===== config.mk =====
export PLATFORM = sky130hd
export DESIGN_NAME = button_event_gen
export DESIGN_NICKNAME = d
export VERILOG_FILES = /design/src/rtl/button_event_pkg.sv /design/src/rtl/event_fifo.sv /design/src/rtl/button_event_gen.sv
export SDC_FILE = /design/constraint.sdc
export NUM_CORES = 1
export LEC_CHECK = 0
export ABC_AREA = 0
export CORE_MARGIN = 5
export CORE_UTILIZATION = 34
export DETAILED_ROUTE_END_ITERATION = 8
export SYNTH_ARGS = -nofsm -noshare
export SYNTH_HDL_FRONTEND = slang
export SYNTH_SLANG_ARGS = --single-unit
export TNS_END_PERCENT = 5

===== constraint.sdc =====
create_clock -name system_clk_50MHz -period 2.8 [get_ports system_clk_50MHz]
set_input_delay 0.42 -clock system_clk_50MHz [delete_from_list [all_inputs] [get_ports system_clk_50MHz]]
set_output_delay 0.42 -clock system_clk_50MHz [all_outputs]
set_load 0.1 [all_outputs]

===== src/rtl/button_event_pkg.sv =====
// Shared constants and types for the button event generator: button indices,
// event encoding and the auto-repeat state enum.
package button_event_pkg;

  localparam int NUM_BUTTONS = 12;
  localparam int CODE_W      = 4;
  localparam int EVENT_W     = CODE_W + 1;

  localparam int BTN_A      = 0;
  localparam int BTN_B      = 1;
  localparam int BTN_SELECT = 2;
  localparam int BTN_START  = 3;
  localparam int BTN_UP     = 4;
  localparam int BTN_DOWN   = 5;
  localparam int BTN_LEFT   = 6;
  localparam int BTN_RIGHT  = 7;
  localparam int BTN_X      = 8;
  localparam int BTN_Y      = 9;
  localparam int BTN_L      = 10;
  localparam int BTN_R      = 11;

  localparam logic [NUM_BUTTONS-1:0] DPAD_MASK = 12'h0F0;

  typedef enum logic [1:0] {
    ST_IDLE   = 2'd0,
    ST_DELAY  = 2'd1,
    ST_REPEAT = 2'd2
  } rep_state_t;

  // Index of the lowest set bit; 0 when the vector is empty.
  function automatic logic [CODE_W-1:0] lowest_set(input logic [NUM_BUTTONS-1:0] vec);
    logic [CODE_W-1:0] idx;
    idx = '0;
    for (int i = NUM_BUTTONS - 1; i >= 0; i--) begin
      if (vec[i]) idx = CODE_W'(i);
    end
    return idx;
  endfunction

endpackage


===== src/rtl/event_fifo.sv =====
// Small valid/ready FIFO with a combinational head; a push and a pop may share
// a cycle at any occupancy, including full.
module event_fifo #(
  parameter int WIDTH = 5,
  parameter int DEPTH = 4
) (
  input  logic             clk,
  input  logic             rst,
  input  logic             in_valid,
  output logic             in_ready,
  input  logic [WIDTH-1:0] in_data,
  output logic             out_valid,
  input  logic             out_ready,
  output logic [WIDTH-1:0] out_data
);
  localparam int AW = (DEPTH > 1) ? $clog2(DEPTH) : 1;

  logic [WIDTH-1:0] mem [DEPTH];
  logic [AW-1:0]    wr_ptr_reg;
  logic [AW-1:0]    rd_ptr_reg;
  logic [AW:0]      count_reg;
  logic             full;
  logic             do_push;
  logic             do_pop;

  assign full      = (count_reg == (AW + 1)'(DEPTH));
  assign out_valid = (count_reg != '0);
  // A full queue can still take a new entry while its head leaves.
  assign in_ready  = !full || out_ready;
  assign do_push   = in_valid && in_ready;
  assign do_pop    = out_valid && out_ready;
  assign out_data  = mem[rd_ptr_reg];

  always_ff @(posedge clk) begin
    if (do_push) mem[wr_ptr_reg] <= in_data;
  end

  always_ff @(posedge clk or posedge rst) begin
    if (rst) begin
      wr_ptr_reg <= '0;
      rd_ptr_reg <= '0;
      count_reg  <= '0;
    end else begin
      if (do_push) wr_ptr_reg <= wr_ptr_reg + 1'b1;
      if (do_pop)  rd_ptr_reg <= rd_ptr_reg + 1'b1;
      case ({do_push, do_pop})
        2'b10:   count_reg <= count_reg + 1'b1;
        2'b01:   count_reg <= count_reg - 1'b1;
        default: count_reg <= count_reg;
      endcase
    end
  end

endmodule


===== src/rtl/button_event_gen.sv =====
// Synchronizes controller buttons, emits press/release pulses and queues press
// events. Define BUTTON_AUTOREPEAT_EN to compile in D-pad auto-repeat.
module button_event_gen
  import button_event_pkg::*;
#(
  parameter int SYNC_STAGES  = 2,
  parameter int REPEAT_DELAY = 20,
  parameter int REPEAT_RATE  = 6,
  parameter int FIFO_DEPTH   = 4
) (
  input  logic                   system_clk_50MHz,
  input  logic                   reset,
  input  logic [NUM_BUTTONS-1:0] buttons_in,
  input  logic                   controller_status,
  input  logic                   frame_tick,
  output logic [NUM_BUTTONS-1:0] held,
  output logic [NUM_BUTTONS-1:0] press_pulse,
  output logic [NUM_BUTTONS-1:0] release_pulse,
  output logic                   event_valid,
  input  logic                   event_ready,
  output logic [CODE_W-1:0]      event_code,
  output logic                   event_repeat,
  output logic                   overflow
);
  localparam int SW = NUM_BUTTONS + 1;

  logic [SYNC_STAGES*SW-1:0] sync_reg;
  logic [SW-1:0]             sync_out;
  logic                      sync_status;
  logic [NUM_BUTTONS-1:0]    held_prev_reg;

  logic [NUM_BUTTONS-1:0]    pending_reg, pending_next;
  logic [NUM_BUTTONS-1:0]    pending_rep_reg, pending_rep_next;
  logic                      overflow_reg, overflow_next;
  logic [NUM_BUTTONS-1:0]    rep_set;
  logic [NUM_BUTTONS-1:0]    clear_vec;
  logic [NUM_BUTTONS-1:0]    keep_vec;

  logic                      push_valid;
  logic                      push_ready;
  logic [CODE_W-1:0]         push_sel;
  logic [EVENT_W-1:0]        push_data;
  logic [EVENT_W-1:0]        head_data;

  assign sync_out    = sync_reg[SYNC_STAGES*SW-1 -: SW];
  assign sync_status = sync_out[NUM_BUTTONS];
  assign held        = sync_out[NUM_BUTTONS-1:0] & {NUM_BUTTONS{sync_status}};

  // Loss of the controller drops held silently: releases only count while present.
  assign press_pulse   = held & ~held_prev_reg;
  assign release_pulse = held_prev_reg & ~held & {NUM_BUTTONS{sync_status}};

  always_ff @(posedge system_clk_50MHz or posedge reset) begin
    if (reset) begin
      sync_reg        <= '0;
      held_prev_reg   <= '0;
      pending_reg     <= '0;
      pending_rep_reg <= '0;
      overflow_reg    <= 1'b0;
    end else begin
      sync_reg        <= {sync_reg[(SYNC_STAGES-1)*SW-1:0], controller_status, buttons_in};
      held_prev_reg   <= held;
      pending_reg     <= pending_next;
      pending_rep_reg <= pending_rep_next;
      overflow_reg    <= overflow_next;
    end
  end

  always_comb begin
    push_valid       = (pending_reg != '0);
    push_sel         = lowest_set(pending_reg);
    push_data        = {push_sel, pending_rep_reg[push_sel]};
    clear_vec        = (push_valid && push_ready) ? (NUM_BUTTONS'(1) << push_sel) : '0;
    keep_vec         = pending_reg & ~clear_vec;
    pending_next     = keep_vec;
    pending_rep_next = pending_rep_reg;
    overflow_next    = overflow_reg;
    for (int i = 0; i < NUM_BUTTONS; i++) begin
      if (press_pulse[i]) begin
        pending_next[i]     = 1'b1;
        pending_rep_next[i] = 1'b0;
        if (keep_vec[i]) overflow_next = 1'b1;
      end else if (rep_set[i]) begin
        // A repeat landing on a still-queued fresh press keeps the fresh tag.
        pending_next[i] = 1'b1;
        if (!keep_vec[i]) pending_rep_next[i] = 1'b1;
      end
    end
  end

  event_fifo #(
    .WIDTH(EVENT_W),
    .DEPTH(FIFO_DEPTH)
  ) u_fifo (
    .clk      (system_clk_50MHz),
    .rst      (reset),
    .in_valid (push_valid),
    .in_ready (push_ready),
    .in_data  (push_data),
    .out_valid(event_valid),
    .out_ready(event_ready),
    .out_data (head_data)
  );

  assign event_code = head_data[EVENT_W-1:1];
  assign overflow   = overflow_reg;

`ifdef BUTTON_AUTOREPEAT_EN
  rep_state_t             state_reg, state_next;
  logic [CODE_W-1:0]      rep_btn_reg, rep_btn_next;
  logic [7:0]             cnt_reg, cnt_next;
  logic                   rep_fire;
  logic [NUM_BUTTONS-1:0] dpad_press;

  assign dpad_press = press_pulse & DPAD_MASK;

  always_ff @(posedge system_clk_50MHz or posedge reset) begin
    if (reset) begin
      state_reg   <= ST_IDLE;
      rep_btn_reg <= '0;
      cnt_reg     <= '0;
    end else begin
      state_reg   <= state_next;
      rep_btn_reg <= rep_btn_next;
      cnt_reg     <= cnt_next;
    end
  end

  always_comb begin
    state_next   = state_reg;
    rep_btn_next = rep_btn_reg;
    cnt_next     = cnt_reg;
    rep_fire     = 1'b0;
    if (dpad_press != '0) begin
      state_next   = ST_DELAY;
      rep_btn_next = lowest_set(dpad_press);
      cnt_next     = '0;
    end else if (state_reg != ST_IDLE) begin
      // held is already cleared on controller loss, so this covers both exits.
      if (!held[rep_btn_reg]) begin
        state_next = ST_IDLE;
      end else if (frame_tick) begin
        if (cnt_reg == ((state_reg == ST_DELAY) ? 8'(REPEAT_DELAY - 1) : 8'(REPEAT_RATE - 1))) begin
          rep_fire   = 1'b1;
          cnt_next   = '0;
          state_next = ST_REPEAT;
        end else begin
          cnt_next = cnt_reg + 1'b1;
        end
      end
    end
  end

  assign rep_set      = rep_fire ? (NUM_BUTTONS'(1) << rep_btn_reg) : '0;
  assign event_repeat = head_data[0];
`else
  logic [16:0] unused_cfg;
  logic        unused_rep;

  assign rep_set      = '0;
  assign event_repeat = 1'b0;
  assign unused_cfg   = {frame_tick, 8'(REPEAT_DELAY), 8'(REPEAT_RATE)};
  assign unused_rep   = head_data[0];
`endif

endmodule


==> impl_metrics.env <==
export IMPL_vias=2031
export IMPL_finalSetupViolations=0
export IMPL_core_area_um2=8760
export IMPL_gr_total_overflow=0
export IMPL_clkPwrFrac_pct=23.0
export IMPL_layout_setup_ws_ps=416
export IMPL_seq_area_um2=1930
export IMPL_path_max_fanout=7
export IMPL_endpoint_kind="flop"
export IMPL_cts_buffer_depth=2
export IMPL_required_ps=3060
export IMPL_drc_errors=0
export IMPL_globalplace_congestion=0.860
export IMPL_rows=34
export IMPL_tightest_slew_ps=582
export IMPL_drive_above_1_share_pct=24.7
export IMPL_drt_total_wl_um=6350
export IMPL_rr_startpoint="pending_reg[9]"
export IMPL_vias_per_cell=4.79
export IMPL_fin_area_um2=3940
export IMPL_antenna_found_initial=0
export IMPL_ys_flop_type="dfrtp_1"
export IMPL_chipHeight_um=105
export IMPL_cts_buffers=9
export IMPL_place_ws_ps=228
export IMPL_cp_start_kind="flop"
export IMPL_firstDrtPassIters=4
export IMPL_maxSlewViolCount=0
export IMPL_hold_class="flop to flop"
export IMPL_period_needed_ps=2380
export IMPL_p_seq_share_pct=40.3
export IMPL_die_area_um2=11000
export IMPL_mostFrequentLayoutCell="dfrtp_1"
export IMPL_cts_htree_levels=3
export IMPL_worstHoldEndpoint="sync_reg[18]"
export IMPL_post_route_period_util_pct=85.1
export IMPL_syn_inst=243
export IMPL_status="finished clean"
export IMPL_final_cell_mix="dfrtp_1 (58), buf_4 (47), nand2_1 (21), inv_1 (21), nor2_1 (17)"
export IMPL_nNetsFinal=334
export IMPL_die_w_um=105
export IMPL_synth_area_per_cell_um2=12.7
export IMPL_largest_reg_flops=26
export IMPL_synth_area_um2=3070
export IMPL_reg2reg_setup_slack_ps=420
export IMPL_dp_hpwl_um=4750
export IMPL_yosys_cell_types_count=49
export IMPL_ctsHoldBuffers=0
export IMPL_synth_yosys_warnings=0
export IMPL_io_buffers=57
export IMPL_total_power_mw=3.98
export IMPL_wl_per_cell_um=15.0
export IMPL_multi_input_area_um2=1030
export IMPL_hold_path_depth=0
export IMPL_finalHoldViolCount=0
export IMPL_setup_tns_final_ps=0
export IMPL_slew_limit_headroom_pct=60.9
export IMPL_p_sw_mw=1.64
export IMPL_clock_sinks=74
export IMPL_synthArstFlopShare_pct=78.4
export IMPL_nFillCells=823
export IMPL_track_usage_pct=12.2
export IMPL_rr_worst_depth=9
export IMPL_synth_edf_count=16
export IMPL_synth_seq_area_share_pct=62.8
export IMPL_io_pin_count=60
export IMPL_grt_pass1_wl_um=10800
export IMPL_grt_pass1_vias=2175
export IMPL_p_int_mw=2.35
export IMPL_arrival_ps=2650
export IMPL_ir_worst_vdd_uv=611
export IMPL_drt_iter0_markers=111
export IMPL_switching_share_pct=41.1
export IMPL_hp_start="sync_reg[5]"
export IMPL_clock_fmax_mhz=419
export IMPL_ys_ff_latch=74
export IMPL_critPathKind="flop to flop"
export IMPL_syn_nets=266
export IMPL_power_density_nw_per_um2=1010
export IMPL_cts_resized=0
export IMPL_comb_power_share_pct=36.7
export IMPL_tritoncts="built"
export IMPL_worstSkewPairLatency_ps=340
export IMPL_area_delta_synth_final_pct=28.0
export IMPL_cts_setup_buffers=0
export IMPL_grt_max_degree=32
export IMPL_root_buffer="clkbuf_8"
export IMPL_rsz0062_at_grt="no"
export IMPL_worst_clock_skew_ps=6.60
export IMPL_start_util_pct=35.1
export IMPL_p_leak_nw=1.83
export IMPL_cts_clk_slew_worst_paths_ps=80
export IMPL_placedInstanceArea_um2=3700
export IMPL_diodes=0
export IMPL_rr_endpoint="u_fifo.count_reg[2]"
export IMPL_maxCapViolCount=0
export IMPL_antenna_left=0
[cell families (layout without fill, tap and decap cells)]
family	count (synthesis)	in the layout	share of synthesized area [%]
DFF	74	74	62.8
buffers and inverters	28	101	3.83
and+or+nand+nor	83	83	16.2
AOI/OAI and AO/OA	40	40	9.32
xor gates and xnor gates	6	6	1.71
adders and majority gates	6	6	2.69
muxes	5	5	3.26
other	1	1	0.122
[power by group through the flow]
stage / clock network, mW / registers [mW] / logic (mW)
after CTS: 0.953 / 1.61 / 1.48
after global placement: 0 / 1.62 / 1.45
after global routing: 0.995 / 1.65 / 1.57
after floorplan: 0 / 1.53 / 1.23
final: 0.916 / 1.60 / 1.46
after detailed placement: 0 / 1.63 / 1.47
[Yosys cell counts, drive strengths merged (4+ instances only)]
cell type  number  share of area, %
dfrtp          58                47
inv            22               2.7
nand2          21               2.6
nor2           17               2.1
edfxtp         16                16
and3b          12               3.4
o21ai          11               1.9
a21o            7               1.7
and2            7               1.4
ha              5               2.0
a31oi           4              0.81
mux4            4               2.9
nor3            4              0.65
nor4            4               1.8
[layout make-up]
type,count,area share [%]
sequential,74,49.1
inverter,22,2.10
multi-input combinational,141,26.2
clock buffer,12,4.52
timing repair buffer,63,13.3
tap,108,3.43
clock inverter,4,1.34
[critical path: stages (launching register included)]
cell     delay (ps)
dfrtp_1         450
nor4_1          570
a31oi_1         180
inv_1            90
ha_1            170
inv_1            60
fa_1            370
xor2_1          150
nor2_1          110
xor2_1          160
[metal layers]
metal | vias to the layer above | track usage (%) | share of wire [%]
li1 | 982 | - | -
met1 | 985 | 15.0 | 44
met2 | 56 | 19.6 | 48
met3 | 8 | 4.19 | 6.3
met4 | 0 | 4.93 | 1.5
met5 | - | 0 | 0
[metrics by stage]
| step | util, % | hold WS, ps | instances |
|---|---|---|---|
| floorplan | - | 331 | 243 |
| global placement | 42.3 | 331 | 408 |
| detailed placement | 42.3 | 335 | 408 |
| CTS | 44.9 | 352 | 424 |
| global route | 44.9 | 358 | 424 |
| finish | 44.9 | 350 | 424 |
[how the worst max path moves through the flow]
stage               slack (ps)      startpoint                   to
floorplan                  160    sync_reg[25]             overflow
detailed placement         230     event_ready             overflow
CTS                        410  pending_reg[9]  u_fifo.count_reg[2]
finish                     420  pending_reg[9]  u_fifo.count_reg[2]
global route               250  pending_reg[9]  u_fifo.count_reg[2]
global placement           280     event_ready             overflow
No activity file was read; power rests on OpenSTA's default activity.
